===== src/rtl/build_info_axil.sv =====
// build_info_axil
//
// AXI4-Lite slave that exposes the 64-bit build identifier, the captured
// USR_ACCESSE2 (AXSS) word, a capture status word and a writable scratch
// register to the PS.
//
// Register map (byte offsets, decode on addr[ADDR_W-1:2]):
//   0x00  build_value_i[31:0]                  RO
//   0x04  build_value_i[63:32]                 RO
//   0x08  captured usr_word                    RO
//   0x0C  status {16'h0, count[7:0], 7'h0, usr_valid}  RO
//   0x10  scratch (byte strobes honoured)      RW
//   0x14  bitstream timestamp decode           RO (only with the macro below)
//   other rdata 0, SLVERR
//
// Optional feature macro: BUILD_INFO_TS_DECODE_EN
//   Defined   : 0x14 returns the usr_word timestamp repacked as
//               {1'b0, year[5:0], month[3:0], day[4:0], hour[4:0], min[5:0], 5'b0};
//               OKAY once a word has been captured, otherwise 0 with SLVERR.
//   Undefined : 0x14 behaves as an unmapped address and no decode logic exists.
//
// Ports:
//   clk, rst                 single clock, synchronous active-high reset
//   build_value_i            static 64-bit build identifier
//   usr_access_data_i        AXSS register contents
//   usr_access_datavalid_i   asynchronous DATAVALID, synchronised internally
//   s_axi_*                  AXI4-Lite slave (AW, W, B, AR, R channels)

module build_info_axil #(
  parameter int          ADDR_W      = 6,
  parameter int          SYNC_STAGES = 2,
  parameter logic [31:0] SCRATCH_RST = 32'h0000_0000
) (
  input  logic              clk,
  input  logic              rst,
  input  logic [63:0]       build_value_i,
  input  logic [31:0]       usr_access_data_i,
  input  logic              usr_access_datavalid_i,
  input  logic [ADDR_W-1:0] s_axi_awaddr,
  input  logic              s_axi_awvalid,
  output logic              s_axi_awready,
  input  logic [31:0]       s_axi_wdata,
  input  logic [3:0]        s_axi_wstrb,
  input  logic              s_axi_wvalid,
  output logic              s_axi_wready,
  output logic [1:0]        s_axi_bresp,
  output logic              s_axi_bvalid,
  input  logic              s_axi_bready,
  input  logic [ADDR_W-1:0] s_axi_araddr,
  input  logic              s_axi_arvalid,
  output logic              s_axi_arready,
  output logic [31:0]       s_axi_rdata,
  output logic [1:0]        s_axi_rresp,
  output logic              s_axi_rvalid,
  input  logic              s_axi_rready
);

  localparam int         IDX_W       = ADDR_W - 2;
  localparam logic [1:0] RESP_OKAY   = 2'b00;
  localparam logic [1:0] RESP_SLVERR = 2'b10;

  typedef enum logic {RD_IDLE, RD_DATA} rd_state_t;
  typedef enum logic {WR_IDLE, WR_RESP} wr_state_t;

  rd_state_t              rd_state;
  wr_state_t              wr_state;
  logic [SYNC_STAGES-1:0] sync_q;
  logic                   sync_prev;
  logic                   sync_rise;
  logic [31:0]            usr_word;
  logic                   usr_valid;
  logic [7:0]             cap_count;
  logic [31:0]            scratch;
  logic [31:0]            status_word;
  logic [IDX_W-1:0]       rd_idx;
  logic [31:0]            rd_value;
  logic [1:0]             rd_resp;
  logic                   aw_held;
  logic                   w_held;
  logic [IDX_W-1:0]       wr_idx;
  logic [31:0]            w_data_q;
  logic [3:0]             w_strb_q;

  // Byte-lane bits of the addresses take no part in decode.
  logic unused_addr_bits;
  assign unused_addr_bits = ^{s_axi_araddr[1:0], s_axi_awaddr[1:0]};

  // DATAVALID is asynchronous to clk, so it crosses through a plain flop
  // chain; the extra sync_prev flop gives a clean rising-edge detect.
  always_ff @(posedge clk) begin
    if (rst) begin
      sync_q    <= '0;
      sync_prev <= 1'b0;
    end else begin
      sync_q    <= {sync_q[SYNC_STAGES-2:0], usr_access_datavalid_i};
      sync_prev <= sync_q[SYNC_STAGES-1];
    end
  end

  assign sync_rise = sync_q[SYNC_STAGES-1] & ~sync_prev;

  // Each synchronised rising edge captures the AXSS word; the last capture
  // wins, the valid flag is sticky and the count saturates at 255.
  always_ff @(posedge clk) begin
    if (rst) begin
      usr_word  <= '0;
      usr_valid <= 1'b0;
      cap_count <= '0;
    end else if (sync_rise) begin
      usr_word  <= usr_access_data_i;
      usr_valid <= 1'b1;
      if (cap_count != 8'hFF) cap_count <= cap_count + 8'd1;
    end
  end

  assign status_word = {16'h0000, cap_count, 7'h00, usr_valid};

`ifdef BUILD_INFO_TS_DECODE_EN
  // Repack the AXSS bitstream timestamp fields into a year-first layout.
  logic [31:0] ts_word;
  assign ts_word = {1'b0, usr_word[22:17], usr_word[26:23], usr_word[31:27],
                    usr_word[16:12], usr_word[11:6], 5'b00000};
`endif

  // Read decode: value and response for whatever address is on AR now.
  always_comb begin
    rd_idx   = s_axi_araddr[ADDR_W-1:2];
    rd_value = '0;
    rd_resp  = RESP_OKAY;
    case (rd_idx)
      IDX_W'(0): rd_value = build_value_i[31:0];
      IDX_W'(1): rd_value = build_value_i[63:32];
      IDX_W'(2): rd_value = usr_word;
      IDX_W'(3): rd_value = status_word;
      IDX_W'(4): rd_value = scratch;
`ifdef BUILD_INFO_TS_DECODE_EN
      IDX_W'(5): begin
        if (usr_valid) rd_value = ts_word;
        else           rd_resp  = RESP_SLVERR;
      end
`endif
      default:   rd_resp = RESP_SLVERR;
    endcase
  end

  // Read channel: accept one address, present the latched data until the
  // master takes it, then reopen AR on the following cycle.
  always_ff @(posedge clk) begin
    if (rst) begin
      rd_state      <= RD_IDLE;
      s_axi_arready <= 1'b0;
      s_axi_rvalid  <= 1'b0;
      s_axi_rdata   <= '0;
      s_axi_rresp   <= RESP_OKAY;
    end else begin
      case (rd_state)
        RD_IDLE: begin
          if (s_axi_arvalid && s_axi_arready) begin
            s_axi_rdata   <= rd_value;
            s_axi_rresp   <= rd_resp;
            s_axi_rvalid  <= 1'b1;
            s_axi_arready <= 1'b0;
            rd_state      <= RD_DATA;
          end else begin
            s_axi_arready <= 1'b1;
          end
        end
        RD_DATA: begin
          if (s_axi_rready) begin
            s_axi_rvalid  <= 1'b0;
            s_axi_arready <= 1'b1;
            rd_state      <= RD_IDLE;
          end
        end
        default: rd_state <= RD_IDLE;
      endcase
    end
  end

  // Write channel: AW and W are captured independently and held; the commit
  // happens on the cycle both are held, and B follows one cycle later.
  always_ff @(posedge clk) begin
    if (rst) begin
      wr_state      <= WR_IDLE;
      s_axi_awready <= 1'b0;
      s_axi_wready  <= 1'b0;
      s_axi_bvalid  <= 1'b0;
      s_axi_bresp   <= RESP_OKAY;
      aw_held       <= 1'b0;
      w_held        <= 1'b0;
      wr_idx        <= '0;
      w_data_q      <= '0;
      w_strb_q      <= '0;
      scratch       <= SCRATCH_RST;
    end else begin
      case (wr_state)
        WR_IDLE: begin
          if (aw_held && w_held) begin
            if (wr_idx == IDX_W'(4)) begin
              for (int b = 0; b < 4; b++) begin
                if (w_strb_q[b]) scratch[8*b +: 8] <= w_data_q[8*b +: 8];
              end
              s_axi_bresp <= RESP_OKAY;
            end else begin
              s_axi_bresp <= RESP_SLVERR;
            end
            s_axi_bvalid <= 1'b1;
            aw_held      <= 1'b0;
            w_held       <= 1'b0;
            wr_state     <= WR_RESP;
          end else begin
            if (!aw_held) begin
              if (s_axi_awvalid && s_axi_awready) begin
                wr_idx        <= s_axi_awaddr[ADDR_W-1:2];
                aw_held       <= 1'b1;
                s_axi_awready <= 1'b0;
              end else begin
                s_axi_awready <= 1'b1;
              end
            end
            if (!w_held) begin
              if (s_axi_wvalid && s_axi_wready) begin
                w_data_q     <= s_axi_wdata;
                w_strb_q     <= s_axi_wstrb;
                w_held       <= 1'b1;
                s_axi_wready <= 1'b0;
              end else begin
                s_axi_wready <= 1'b1;
              end
            end
          end
        end
        WR_RESP: begin
          if (s_axi_bready) begin
            s_axi_bvalid  <= 1'b0;
            s_axi_awready <= 1'b1;
            s_axi_wready  <= 1'b1;
            wr_state      <= WR_IDLE;
          end
        end
        default: wr_state <= WR_IDLE;
      endcase
    end
  end

endmodule

===== config.mk =====
export PLATFORM = sky130hd
export DESIGN_NAME = build_info_axil
export DESIGN_NICKNAME = d
export VERILOG_FILES = /design/src/rtl/build_info_axil.sv
export SDC_FILE = /design/constraint.sdc
export NUM_CORES = 1
export LEC_CHECK = 0
export CORE_MARGIN = 10
export CORE_UTILIZATION = 50
export CTS_CLUSTER_SIZE = 16
export DETAILED_ROUTE_END_ITERATION = 8
export DONT_BUFFER_PORTS = 1
export PLACE_DENSITY = 0.68
export SLEW_MARGIN = 20
export SYNTH_ARGS = -nofsm -noshare
export SYNTH_HDL_FRONTEND = slang
export SYNTH_SLANG_ARGS = --single-unit

===== constraint.sdc =====
create_clock -name clk -period 3.9 [get_ports clk]
set_clock_uncertainty 0.2 [all_clocks]
set_input_delay 0.39 -clock clk [delete_from_list [all_inputs] [get_ports clk]]
set_output_delay 0.39 -clock clk [all_outputs]
set_load 0.1 [all_outputs]

# --- Word-level counts from Yosys, hierarchy flattened ---
# Index checks and enable logic that the tools add are counted.
# W data, S select, Z words.
classes:
  bitwise_logic: 7
  n_mux: 33
  n_reduce_logical: 19
  n_addsub: 1
  eq_ne: 13
op_table:
  columns: ["operator", "n"]
  rows:
  - ["$pmux W32 S5", 1]
  - ["$reduce_and A4 Y1", 6]
  - ["$mux W1", 23]
  - ["$ne A2 B2 Y1 const B", 7]
  - ["$pmux W1 S2", 7]
  - ["$reduce_and A2 Y1", 5]
  - ["$add A8 B1 Y8 const B", 1]
  - ["$eq A4 B2 Y1 const B", 2]
  - ["$eq A4 B3 Y1 const B", 2]
  - ["$ne A8 B8 Y1 const B", 1]
  - ["$not A1 Y1", 6]
  - ["$reduce_and A3 Y1", 2]
  - ["$reduce_or A5 Y1", 1]
  - ["$eq A4 B1 Y1 const B", 1]
  - ["$logic_and A1 B1 Y1", 4]
  - ["$logic_not A4 Y1", 1]
  - ["$mux W2", 2]
  - ["$and A1 B1 Y1", 1]
totals:
  out_inout_bits: 41
  elab_cells: 97
  inputBits: 152
  reg_bits: 161

# --- Longest topological paths before layout ---
logic_depth:
  depth_word: 5
  mapped_depth: 7
  depth_no_buf: 5

# --- Least setup slack after synthesis ---
# Ideal clock, no wire load.
synth_timing:
  path_type: "register to register"
  startpoint: "register s_axi_wready"
  endpoint: "register w_data_q[22]"
  period_less_slack_ns: 2.304
  required_time_ns: 3.568
  t_arrival_ns: 1.972
  setup_ns: 0.132
  path_stages_with_launch: 7
  n_path_buf: 2
  path_slack_ns: 1.596
  cell_sequence: "dfxtp_1 > nand2_1 > or3_1 > buf_2 > clkbuf_1 > nand2_1 > a21oi_1"
synth_via:
  elab_chain_cells: 2
synth_rtl:
  columns: ["element", "line", "source"]
  rows:
  - ["from (decl)", "45", "output logic s_axi_wready,"]
  - ["from (signal assigned)", "186", "s_axi_wready <= 1'b0;"]
  - ["from (signal assigned)", "226", "s_axi_wready <= 1'b0;"]
  - ["from (signal assigned)", "228", "s_axi_wready <= 1'b1;"]
  - ["$logic_and A1 B1 Y1", "222", "if (s_axi_wvalid && s_axi_wready) begin"]
  - ["$reduce_and A4 Y1 (no source line)", null, null]
  - ["to (signal assigned)", "223", "w_data_q <= s_axi_wdata;"]
  - ["to (decl)", "81", "logic [31:0] w_data_q;"]
# No other way between the ends.
# A chain may end at the register's enable or synchronous reset.

# --- Worst setup path after layout ---
layout_timing:
  startpoint: "register s_axi_arready"
  endpoint: "register s_axi_rdata[9]"
layout_via:
  elab_chain_cells: 2
layout_rtl:
  columns: ["element", "line", "source"]
  rows:
  - ["from (decl)", "51", "output logic s_axi_arready,"]
  - ["from (signal assigned)", "151", "s_axi_arready <= 1'b0;"]
  - ["from (signal assigned)", "162", "s_axi_arready <= 1'b0;"]
  - ["from (signal assigned)", "165", "s_axi_arready <= 1'b1;"]
  - ["$logic_and A1 B1 Y1", "158", "if (s_axi_arvalid && s_axi_arready) begin"]
  - ["$reduce_and A2 Y1 (no source line)", null, null]
  - ["to (signal assigned)", "159", "s_axi_rdata <= rd_value;"]
  - ["to (decl)", "52", "output logic [31:0] s_axi_rdata,"]
# No other way between the ends.

==> insert_results.sql <==
INSERT INTO impl_metrics (metric_group, metric, value, unit) VALUES
('setup_path', 'critical_path.max_stage_delay', '650', 'ps'),
('hold_path', 'timing.hold.worst.start', 'rst', ''),
('placed_design', 'gp_congestion', '0.8477', ''),
('timing', 'final_hold_viol_count', '0', ''),
('timing', 'max_slew.worst_pin.slew', '1028', 'ps'),
('global_route', 'antenna_found_initial', '1', ''),
('floorplan', 'initial_core_util', '51.08', '%'),
('route', 'vias_per_cell', '5.675', ''),
('power', 'peakVddDrop', '0.3826', 'mV'),
('final_layout', 'postLayoutCoreUtil', '62.70', '%'),
('global_route', 'grt_use_total', '20.76', '%'),
('power', 'cell_internal_pwr', '2.742', 'mW'),
('final_layout', 'layout-area-overhead-vs-synth', '22.75', '%'),
('global_route', 'gr-total-overflow', '0', ''),
('clocking', 'cts_made_buffers', '17', ''),
('yosys', 'ys_seq_area_share', '49.38', '%'),
('clocking', 'clk_transition_reported_paths', '60', 'ps'),
('setup_path', 'worst-path-max-fanout', '18', ''),
('placed_design', 'port-buffer-count', '0', ''),
('power', 'leakagePower', '2.983', 'nW'),
('route', 'drc_errors', '0', ''),
('hold_path', 'path_type_of_the_worst_min_delay_path', 'in2reg', ''),
('timing', 'layout_setup_ws', '1373', 'ps'),
('final_layout', 'final_nets', '935', ''),
('placed_design', 'post-place-ws', '1375', 'ps'),
('yosys', 'syn_area', '6446', 'sq um'),
('run_status', 'status', 'finished clean', ''),
('setup_path', 'cp_data_required_time', '4050', 'ps'),
('timing', 'finalCriticalPeriod', '2527', 'ps'),
('floorplan', 'number_of_primary_i_o_pins', '193', ''),
('yosys', 'synth-async-reset-ratio', '0', '%'),
('clocking', 'insertion_delay', '420', 'ps'),
('timing', 'hold_slack', '58.76', 'ps'),
('yosys', 'netlist_instances', '722', ''),
('yosys', 'synth_top_cell_area_share', '49.38', '%'),
('timing', 'setup-tns-final', '0', 'ps'),
('global_route', 'grt_max_degree', '128', ''),
('power', 'clock_power_share', '44.0', '%'),
('route', 'drt_iter0_markers', '676', ''),
('setup_path', 'worst_path_cell_with_the_longest_stage_delay', 'dfxtp_1', ''),
('final_layout', 'layout-drive-gt1-share', '10.10', '%'),
('clocking', 'clk_root_buf', 'clkbuf_16', ''),
('clocking', 'tritoncts_num_sinks', '159', ''),
('yosys', 'yosys_register_bits', '159', ''),
('clocking', 'tritoncts', 'yes', ''),
('global_route', 'first_pass_grt_wire_length', '29610', 'um'),
('yosys', 'post_synth_main_area_contributors', 'dfxtp_1 (49%), nand2_1 (10%), mux2i_1 (7.1%)', ''),
('route', 'drt-pass1-iter-count', '8', ''),
('flow_run', 'max_cap_violations', '0', ''),
('floorplan', 'die-height', '133.5', 'um'),
('power', 'pwr-share-seq', '47.7', '%'),
('timing', 'post-route-period-util', '64.80', '%'),
('floorplan', 'design.die.area', '17830', 'sq um'),
('clocking', 'ctsLongestPathBuffers', '2', ''),
('yosys', 'syn-mean-instance-area', '8.928', 'sq um'),
('power', 'total_switching_power', '0.8817', 'mW'),
('setup_path', 'crit_path_end_kind', 'flip-flop', ''),
('timing', 'drv_slew', '0', ''),
('yosys', 'synth_top_cell_by_area', 'dfxtp_1', ''),
('route', 'detail_route.wl_per_cell', '19.25', 'um'),
('yosys', 'synth-edff-count', '0', ''),
('setup_path', 'r2r_start', 's_axi_arready$_SDFFE_PP0P_', ''),
('placed_design', 'place_hpwl', '12840', 'um'),
('route', 'dr_total_vias', '5476', ''),
('timing', 'unrepaired_setup_endpoints_after_global_routing', 'no', ''),
('yosys', 'synth.lib_cells_used.distinct', '44', ''),
('timing', 'relSlewSlack', '31.38', '%'),
('timing', 'final_setup_violation_count', '0', ''),
('yosys', 'synth.yosys.warnings', '0', ''),
('floorplan', 'floorplan.rows', '41', ''),
('power', 'combPwrFrac', '8.3', '%');
layer usage:
layer | vias up | GRT usage [%] | wire [um]
li1 | 2635 | - | -
met1 | 2574 | 25.68 | 7656
met2 | 231 | 32.68 | 8774
met3 | 36 | 6.504 | 1727
met4 | 0 | 8.706 | 414
met5 | - | 0 | 0
repair_timing:
action | CTS | global route
buffers inserted | 0 | 0
setup endpoints to repair | 0 | 0
hold endpoints to repair | 136 | 0
hold buffers | 85 | 0
cell usage after synthesis, types with 2 or more instances:
cell type and count:
inv_1 4, o21ai_0 3, nand2_1 174, nand2b_1 3, buf_4 3, or4_1 2
a211oi_1 4, o2bb2ai_1 9, clkbuf_2 2, xor2_1 2, nand3_1 5, nor4b_4 2
a21oi_1 77, buf_2 15, a221oi_1 10, nand3_2 4, dfxtp_1 159, mux2_2 25
buf_8 2, nor3_2 3, or3_1 2, mux2i_1 46, a222oi_1 23, buf_6 2
clkbuf_1 29, nor2b_1 7, nor2_1 54, nor3_1 3, o21ai_1 33
stage by stage:
step                cell area, sq um  cells  power [mW]
detailed placement              6476    850       1.967
CTS                             7910    964       3.654
floorplan                       6450    723       1.951
finish                          7913    965       3.624
global route                    7913    965       3.749
global placement                6475    850       1.957
cell usage in the layout (no fill, tap or decap), drive strengths merged, types with 6 or more instances in the layout:
cell type,count
nor3,6
dlygate4sd3,84
mux2,25
dfxtp,159
nand3,9
buf,10
a21oi,77
a221oi,10
a222oi,23
nor2,55
mux2i,46
nor2b,7
clkbuf,17
nand2,174
inv,7
o21ai,37
o2bb2ai,9
critical path, delay by kind of cell, from the launching register on:
family	cells	cell delay (ps)
buffers and inverters	1	360
and+or+nand+nor	3	1130
DFF	1	650
AOI/OAI and AO/OA	1	120
state kept, by name (all words and copies together) (netlist names):
register	count
sync_prev	1
sync_q	2
w_strb_q	4
s_axi_rvalid	1
wr_idx	4
s_axi_bresp	1
usr_word	32
rd_state	1
s_axi_awready	1
aw_held	1
s_axi_rresp	1
wr_state	1
w_held	1
s_axi_rdata	32
cap_count	8
s_axi_bvalid	1
s_axi_arready	1
scratch	32
usr_valid	1
w_data_q	32
s_axi_wready	1
path summary, 6_finish.rpt:
| check | end | slack, ps | cells after the start |
|---|---|---|---|
| setup reg to reg | s_axi_rdata[9]$_SDFFE_PP0P_ | 1370 | 5 |
| hold reg to reg | w_data_q[16]$_SDFFE_PP0P_ | 250 | 2 |
| hold / removal | s_axi_arready$_SDFFE_PP0P_ | 60 | 2 |
| setup / recovery | s_axi_rdata[9]$_SDFFE_PP0P_ | 1370 | 5 |
power groups by stage:
stage                     Clock, mW  Sequential [mW]  Combinational, mW
final                          1.60             1.73              0.301
after global routing           1.69             1.73              0.329
after CTS                      1.63             1.73              0.299
after detailed placement          0             1.76              0.204
after global placement            0             1.76              0.197
after floorplan                   0             1.77              0.179
area by class of cell:
cell class | count | area, sq um
Antenna cell | 1 | 2.502
Clock buffer | 17 | 425.4
Clock inverter | 12 | 140.1
Fill cell | 1043 | 4707
Inverter | 4 | 15.01
Multi-Input combinational cell | 506 | 2995
Sequential cell | 159 | 3183
Tap cell | 172 | 215.2
Timing Repair Buffer | 94 | 935.9
cell families after synthesis:
logic type      Yosys count  synth area share, %
compound gates          163                15.88
fa+ha+maj                 1               0.1941
other cells               1              0.05817
flops                   159                49.38
simple gates            267                18.25
mux                      71                11.51
xor+xnor                  2               0.2718
buf+inv                  58                4.464
(Power assumes the default switching activity.)
